`config.mk`:
```
export PLATFORM = sky130hd
export DESIGN_NAME = direct_coupling_multi
export DESIGN_NICKNAME = d
export VERILOG_FILES = /design/src/rtl/direct_coupling_multi.sv
export SDC_FILE = /design/constraint.sdc
export NUM_CORES = 2
export LEC_CHECK = 0
export BUFFER_PORTS_ARGS = -buffer_cell sky130_fd_sc_hd__buf_2
export CAP_MARGIN = 20
export CORE_MARGIN = 2
export CORE_UTILIZATION = 55
export CTS_CLUSTER_SIZE = 28
export DETAILED_ROUTE_END_ITERATION = 6
export PLACE_DENSITY = 0.87
export SLEW_MARGIN = 10
export SYNTH_ARGS = -nofsm -noshare
export SYNTH_HDL_FRONTEND = slang
export SYNTH_SLANG_ARGS = --single-unit
```
`constraint.sdc`:
```
create_clock -name clk -period 26.9 [get_ports clk]
set_input_delay 1.345 -clock clk [delete_from_list [all_inputs] [get_ports clk]]
set_output_delay 1.345 -clock clk [all_outputs]
set_load 0.03 [all_outputs]
```
`src/rtl/direct_coupling_multi.sv`:
```
// Time-multiplexed multi-channel cortex/Schumann frequency-coupling detector.
// One channel per enabled cycle: |detuning| -> Gaussian-approx coupling -> lock/best tracking.
module direct_coupling_multi #(
   parameter int unsigned WIDTH    = 18,
   parameter int unsigned FRAC     = 14,
   parameter int unsigned NCH      = 4,
   parameter int unsigned CH_W     = 2,
   parameter int unsigned SIGMA    = 12,
   parameter int unsigned SCALE    = 114,
   parameter int unsigned LOCK_ON  = 8192,
   parameter int unsigned LOCK_OFF = 4096,
   parameter int unsigned LOCK_N   = 4
) (
   input  logic                   clk,
   input  logic                   rst,
   input  logic                   clk_en,
   input  logic                   start,
   input  logic [NCH*WIDTH-1:0]   omega_cortex,
   input  logic [NCH*WIDTH-1:0]   omega_sr,
   output logic [NCH*WIDTH-1:0]   detuning,
   output logic [NCH*WIDTH-1:0]   coupling,
   output logic [NCH-1:0]         lock,
   output logic                   lock_any,
   output logic [CH_W-1:0]        best_ch,
   output logic [WIDTH-1:0]       best_coupling,
   output logic                   busy,
   output logic                   done
);

   localparam int unsigned ONE   = 32'd1 << FRAC;
   localparam int unsigned CNT_W = $clog2(LOCK_N) + 1;
   localparam int unsigned PW    = 2 * WIDTH + 8;
   localparam logic [WIDTH:0] MAX_D = {2'b00, {(WIDTH-1){1'b1}}};

   localparam logic [1:0] S_IDLE  = 2'd0;
   localparam logic [1:0] S_SCAN  = 2'd1;
   localparam logic [1:0] S_DRAIN = 2'd2;

   logic [1:0]             state, state_nxt;
   logic [CH_W-1:0]        idx;
   logic [NCH*WIDTH-1:0]   snap_c, snap_s;
   logic                   s1_vld;
   logic [CH_W-1:0]        s1_ch;
   logic [WIDTH-1:0]       s1_d;
   logic [WIDTH-1:0]       run_val;
   logic [CH_W-1:0]        run_ch;
   logic [CNT_W-1:0]       cnt_q   [NCH];
   logic [CNT_W-1:0]       cnt_nxt [NCH];
   logic [NCH-1:0]         lock_nxt;

   logic signed [WIDTH-1:0] cur_c, cur_s;
   logic signed [WIDTH:0]   diff;
   logic [WIDTH:0]          absd;
   logic [WIDTH-1:0]        d_c;
   logic [PW-1:0]           prod;
   logic [WIDTH-1:0]        c_c;
   logic [WIDTH-1:0]        cand_val;
   logic [CH_W-1:0]         cand_ch;

   // Scan sequencing
   always_comb begin
      state_nxt = state;
      case (state)
         S_IDLE:  if (start) state_nxt = S_SCAN;
         S_SCAN:  if (idx == CH_W'(NCH - 1)) state_nxt = S_DRAIN;
         S_DRAIN: state_nxt = S_IDLE;
         default: state_nxt = S_IDLE;
      endcase
   end

   always_ff @(posedge clk or posedge rst) begin
      if (rst)         state <= S_IDLE;
      else if (clk_en) state <= state_nxt;
   end

   // Stage 1: select snapshot channel, absolute difference with saturation
   always_comb begin
      cur_c = '0;
      cur_s = '0;
      for (int i = 0; i < NCH; i++) begin
         if (idx == CH_W'(i)) begin
            cur_c = snap_c[i*WIDTH +: WIDTH];
            cur_s = snap_s[i*WIDTH +: WIDTH];
         end
      end
      diff = $signed({cur_c[WIDTH-1], cur_c}) - $signed({cur_s[WIDTH-1], cur_s});
      absd = diff[WIDTH] ? $unsigned(-diff) : $unsigned(diff);
      d_c  = (absd > MAX_D) ? MAX_D[WIDTH-1:0] : absd[WIDTH-1:0];
   end

   // Stage 2: coupling = ONE - d^2*SCALE, clamped to [0, ONE]
   always_comb begin
      prod = PW'(s1_d) * PW'(s1_d) * PW'(SCALE);
      if (s1_d > WIDTH'(SIGMA))  c_c = '0;
      else if (prod >= PW'(ONE)) c_c = '0;
      else                       c_c = WIDTH'(PW'(ONE) - prod);
   end

   // Hysteretic lock counters; only the channel in stage 2 moves
   always_comb begin
      lock_nxt = lock;
      for (int i = 0; i < NCH; i++) begin
         cnt_nxt[i] = cnt_q[i];
         if (s1_vld && (s1_ch == CH_W'(i))) begin
            if (c_c >= WIDTH'(LOCK_ON)) begin
               if (cnt_q[i] < CNT_W'(LOCK_N)) cnt_nxt[i] = cnt_q[i] + CNT_W'(1);
               if (cnt_nxt[i] == CNT_W'(LOCK_N)) lock_nxt[i] = 1'b1;
            end else if (c_c < WIDTH'(LOCK_OFF)) begin
               cnt_nxt[i]  = '0;
               lock_nxt[i] = 1'b0;
            end
         end
      end
   end

   // Running maximum; strict compare keeps the lowest index on ties
   always_comb begin
      cand_val = run_val;
      cand_ch  = run_ch;
      if (s1_vld && (c_c > run_val)) begin
         cand_val = c_c;
         cand_ch  = s1_ch;
      end
   end

   always_ff @(posedge clk or posedge rst) begin
      if (rst) begin
         idx           <= '0;
         snap_c        <= '0;
         snap_s        <= '0;
         s1_vld        <= 1'b0;
         s1_ch         <= '0;
         s1_d          <= '0;
         run_val       <= '0;
         run_ch        <= '0;
         detuning      <= '0;
         coupling      <= '0;
         lock          <= '0;
         lock_any      <= 1'b0;
         best_ch       <= '0;
         best_coupling <= '0;
         busy          <= 1'b0;
         done          <= 1'b0;
         for (int i = 0; i < NCH; i++) cnt_q[i] <= '0;
      end else if (clk_en) begin
         s1_vld <= (state == S_SCAN);
         done   <= (state == S_DRAIN);
         busy   <= (state_nxt != S_IDLE);
         if (state == S_SCAN) begin
            idx   <= idx + CH_W'(1);
            s1_ch <= idx;
            s1_d  <= d_c;
         end
         if (s1_vld) begin
            run_val <= cand_val;
            run_ch  <= cand_ch;
            for (int i = 0; i < NCH; i++) begin
               if (s1_ch == CH_W'(i)) begin
                  detuning[i*WIDTH +: WIDTH] <= s1_d;
                  coupling[i*WIDTH +: WIDTH] <= c_c;
               end
            end
         end
         if ((state == S_IDLE) && start) begin
            snap_c  <= omega_cortex;
            snap_s  <= omega_sr;
            idx     <= '0;
            run_val <= '0;
            run_ch  <= '0;
         end
         if (state == S_DRAIN) begin
            best_ch       <= cand_ch;
            best_coupling <= cand_val;
         end
         lock     <= lock_nxt;
         lock_any <= |lock_nxt;
         for (int i = 0; i < NCH; i++) cnt_q[i] <= cnt_nxt[i];
      end
   end

endmodule

```
-- After elaboration in Yosys (flattened, before gate mapping)
Cells that the tools add are included.
- register bits: 372
- output and inout bits: 171
- word-level logic and storage cells: 142
- add/subtract/negate cells: 8
- multiply operators: 2
- magnitude comparators: 10
- equal/unequal tests: 12
- mux-type cells: 56
- reductions and logical operators: 27
- operator list (operator ; count):
    2-to-1 mux 18 bit ; 14
    2-to-1 mux 3 bit ; 17
    >= comparator 43 x 15 -> 1 bit, second input constant ; 1
    multiplier 36 x 6 -> 42 bit, second input constant ; 1
    multiplier 18 x 18 -> 36 bit ; 1
    AND reduction 3 bit ; 8
    > comparator 19 x 17 -> 1 bit, second input constant ; 1
    2-to-1 mux 19 bit ; 1
    negator 19 bit ; 1
    subtractor 18 x 18 -> 19 bit ; 1
    >= comparator 18 x 14 -> 1 bit, second input constant ; 1
    > comparator 18 bit ; 1
    > comparator 18 x 4 -> 1 bit, second input constant ; 1
    < comparator 18 x 13 -> 1 bit, second input constant ; 1
    subtractor 15 x 18 -> 18 bit, first input constant ; 1
    2-to-1 mux 1 bit ; 16
    2-to-1 mux 2 bit ; 7
    adder 3 x 1 -> 3 bit, second input constant ; 4
    equality test 3 bit, second input constant ; 4
    < comparator 3 bit, second input constant ; 4
    equality test 2 bit, second input constant ; 5
    AND reduction 2 bit ; 5
    nonzero test 2 bit ; 4
    equality test 2 x 1 -> 1 bit, second input constant ; 3
    other kinds (5) ; 12

-- Depth between registers and ports, before layout
- depth after elaboration: 13
- gate-level depth with buffers: 58
- gate-level depth less buffers: 53

-- Worst setup path before layout
No wires, ideal clock.
- kind: reg2reg
- start point: register s1_d[4]
- end point: register best_coupling[1]
- library setup time: 77 ps
- data arrival time: 12766 ps
- setup slack: 14056 ps
- cell stages (with the launch flop): 54
- clock period less this slack: 12844 ps
- cell sequence: dfrtp_1 clkbuf_1 clkbuf_1 nand2_1 fa_1 fa_1 inv_1 fa_1 fa_1 fa_1 fa_1 ha_1 clkbuf_1 nand2_1 o21a_1 a31oi_1 nand2_1 a2111oi_0 [... 18 more ...] or4_1 buf_2 buf_2 clkbuf_1 nor2_1 ha_1 a21oi_1 nor2b_1 o21ai_0 a31oi_1 o311ai_0 a31oi_1 o21a_1 o211ai_1 clkbuf_1 clkbuf_1 a21oi_1 a21oi_1
- cells in the longest elaborated chain, start to end: 8
- elaborated cells on any way between the ends: 10
- RTL lines (element ; line ; RTL):
    start: declaration ; 44 ; logic [WIDTH-1:0] s1_d;
    start signal: assignment ; 133 ; s1_d <= '0;
    start signal: assignment ; 152 ; s1_d <= d_c;
    multiplier 18 x 18 -> 36 bit ; 93 ; prod = PW'(s1_d) * PW'(s1_d) * PW'(SCALE);
    multiplier 36 x 6 -> 42 bit ; 93 ;
    >= comparator 43 x 15 -> 1 bit ; 95 ; else if (prod >= PW'(ONE)) c_c = '0;
    2-to-1 mux 18 bit ; 95 ;
    2-to-1 mux 18 bit * ; 94 ; if (s1_d > WIDTH'(SIGMA)) c_c = '0;
    net c_c[3] ; 56 ; logic [WIDTH-1:0] c_c;
    > comparator 18 bit * ; 120 ; if (s1_vld && (c_c > run_val)) begin
    logical AND 1 bit * ; 120 ;
    2-to-1 mux 18 bit * ; 120 ;
    end signal: assignment ; 173 ; best_coupling <= cand_val;
    end: declaration ; 25 ; output logic [WIDTH-1:0] best_coupling,
Mark *: on every way through the listed nets, which the timed path passes. The rest lies on a longest branch.
A chain may end at the register's enable or synchronous reset.

-- Worst setup path in the final report
- start point: register s1_d[9]
- end point: register run_val[11]
- cells in the longest elaborated chain, start to end: 10
- elaborated cells on any way between the ends: 12
- RTL lines (element ; line ; RTL):
    multiplier 18 x 18 -> 36 bit ; 93 ;
    multiplier 36 x 6 -> 42 bit ; 93 ;
    >= comparator 43 x 15 -> 1 bit ; 95 ;
    2-to-1 mux 18 bit ; 95 ;
    2-to-1 mux 18 bit * ; 94 ;
    net c_c[3] ; 56 ;
    > comparator 18 bit * ; 120 ;
    logical AND 1 bit * ; 120 ;
    2-to-1 mux 18 bit * ; 120 ;
    2-to-1 mux 18 bit * ; 154 ; if (s1_vld) begin
    2-to-1 mux 18 bit * ; 164 ; if ((state == S_IDLE) && start) begin
    end signal: assignment ; 155 ; run_val <= cand_val;
    end: declaration ; 45 ; logic [WIDTH-1:0] run_val;
Mark *: on every way through the listed nets, which the timed path passes. The rest lies on a longest branch. The select of a mux whose other input is x is not followed.

==> summary.txt <==
Worst reg2reg path depth: 50
Layout cells sized above 1: 17.4%
Met2 wire len: 38,100 microns
Synth async-reset ratio: 100%
Largest net degree at the start of global routing: 179
# DRC: 0
Worst setup margin: 11.78 ns
Max Cap Violations: 0
Syn_area_per_cell: 9.50 sq um
Die ar.: 57,300 sq um
CTS root buf: clkbuf_16
Startpoint Class: flip-flop
Worst-path clk slew: 0.07 ns
Final Hold Fails: 0
Final count of pins violating max slew: 0
Core area: 55,000 sq um
Hpwl dp: 58,500 microns
Hold wc startpoint: best_coupling[15]
Post-CTS sizing: 0
Skew final: 0.0360 ns
Slew @ Worst Pin: 1.09 ns
YS warnings: 0
First-pass GRT wire length: 126,000 microns
CP Capture Type: flip-flop
RSZ-0062 raised after global routing: no
Cells after Synth: 3,209
Placement row count: 86
Status: finished clean
Final ANT Viol Nets: 0
Slew HR: 27.1%
Ports: 319
CP Launch Point: s1_d[9]
Synth cell count leaders: 402 x inv_1, 378 x nand2_1, 364 x dfrtp_1
Endpoints failing setup: 0
Most used cell along the critical path: fa_1
Area share of the largest cell type after synthesis: 29.9%
CTS tree: done
Total grt overflow: 0
Minimum clock period: 15.12 ns
Routability-driven placement congestion ratio: 0.950
Num CTS Buffers: 40
Gr usage total: 27.7%
Initial antenna violation count: 6
Vias after detailed routing: 24,064
Area grow syn2layout: 11.5%
Initial Util: 55.4%
Leading area contributor after synthesis: dfrtp_1
Initial DRT Pass Iterations: 6
Dominant synthesized flop cell: dfrtp_1
Cts hold-fix bufs: 0
CP top delay family: adder cells
M1 WL: 30,800 microns
Post-CTS Setup Inserts: 0
CP Class: flip-flop to flip-flop
Post-Syn Area: 30,500 sq um
Worst Path Max Fanout: 73
Most common cell in the synthesized netlist: inv_1
Setup TNS: 0 ns
Sequential cell area fraction in the yosys report: 29.9%
Post-synth EDFFs: 0
H-tree depth: 2
Worst EP arrival: 15.60 ns
CTS max path bufs: 3
Die width: 239 microns
Synth unique cells: 80
Worst min-delay path category: flip-flop to flip-flop
CP bufs+invs: 5
Highest clock rate: 0.0661 GHz
Reg2reg end: run_val[11]
Sink Count: 364
Final period utilization: 56.2%
Number of global-route vias before repair: 24,610
Met3 routed WL: 5990 microns
Wirelength, routed: 77,800 microns
Synthesis-stage register bit count: 364
Worst reg-to-reg setup slack: 11.78 ns
Vias per cell: 5.70
Setup crit end: run_val[11]
Worst R2R Start: s1_d[9]
Nets@finish: 4,105
Max incr delay on CP: 0.71 ns
Die H: 239 microns
Top cells by area, synth: dfrtp_1 30%, fa_1 18%, ha_1 10%, mux2_2 6.4%, inv_1 5.0%
Top sig layer: met5
Worst path required time: 27.39 ns
DR WL/cell: 18.4 microns
CP max stage cell: a2111oi_0
Port Buffers: 314
Clock Latency Late Sink: 0.59 ns
Initial DRC Count: 1,880
WP depth: 50
Setup WS pre-CTS: 12.11 ns
-- worst reg2reg max path: cells and delay by family (launching register included) --
| family | cells | cell delay, ns |
|---|---|---|
| adders and majority gates | 12 | 5.15 |
| AOI/OAI and AO/OA | 20 | 4.82 |
| and+or+nand+nor | 12 | 2.52 |
| buffers and inverters | 5 | 1.36 |
| DFF | 1 | 0.70 |
| xor gates and xnor gates | 1 | 0.43 |
-- routing by layer --
| layer | track usage (%) | up-vias |
|---|---|---|
| met1 | 34.2 | 11856 |
| met4 | 10.5 | 6 |
| met3 | 6.40 | 195 |
| li1 | - | 11127 |
| met5 | 0 | - |
| met2 | 47.2 | 880 |
-- cell type report --
| type | instances | area, sq um |
|---|---|---|
| timing repair buffer | 342 | 1790 |
| fill | 4420 | 21000 |
| clock buffer | 52 | 1100 |
| antenna | 5 | 12.5 |
| inverter | 408 | 1540 |
| multi-input combinational | 2285 | 19200 |
| clock inverter | 19 | 246 |
| tap | 748 | 936 |
| sequential | 364 | 9110 |
-- worst min-delay path by stage --
stage / cells past startpoint / endpoint
finish: 2 / best_coupling[15]
global placement: 2 / best_coupling[15]
detailed placement: 2 / best_coupling[15]
CTS: 2 / best_coupling[15]
global route: 2 / detuning[56]
floorplan: 2 / run_val[12]
-- layout by cell type, fill, tap and decap left out, types with 14 or more instances in the layout --
cell type  count
xor2_1        43
a31oi_1       14
nand4_1       15
a22oi_1       14
dfrtp_1      364
or3_1         19
nand2_1      378
xnor2_1       61
buf_4         27
a21o_1        41
a21oi_1      203
ha_1         244
and2_1        84
clkbuf_16     40
fa_1         269
o21a_1        19
nor2_1       206
inv_1        401
mux2_2       174
nor3_1        25
o31ai_1       36
buf_2        314
nand3_1       30
o21ai_0      168
nor4_1        15
a211oi_1      18
-- stage by stage --
step | util (%) | hold WS [ns] | instances | cell area, sq um
after global placement | 59.3 | 0.448 | 4147 | 32600
after floorplan | - | 0.471 | 3216 | 30500
after detailed placement | 59.3 | 0.450 | 4147 | 32600
after global routing | 61.8 | 0.487 | 4219 | 34000
final | 61.8 | 0.462 | 4223 | 34000
after CTS | 61.8 | 0.464 | 4218 | 34000
-- sequential cells by signal, summed over array words and instances (netlist names) --
signal,cells
s1_vld,1
done,1
detuning,72
lock_any,1
snap_c,72
cnt_q,12
state,2
run_ch,2
best_ch,2
s1_ch,2
s1_d,18
run_val,18
coupling,64
snap_s,72
lock,4
idx,2
best_coupling,18
busy,1
-- cell families (layout without fill, tap and decap cells) --
group / Yosys count / in the layout / share of synthesized area [%]
and+or+nand+nor: 850 / 850 / 12.7
AOI/OAI and AO/OA: 620 / 620 / 12.6
buffers and inverters: 567 / 821 / 7.16
adders and majority gates: 520 / 520 / 27.9
DFF: 364 / 364 / 29.9
muxes: 183 / 183 / 6.72
xor gates and xnor gates: 104 / 104 / 2.99
other: 1 / 13 / 0.0123
Power is not shown: default switching activity piles up to over one toggle a cycle in this logic, so the estimate is an artifact.
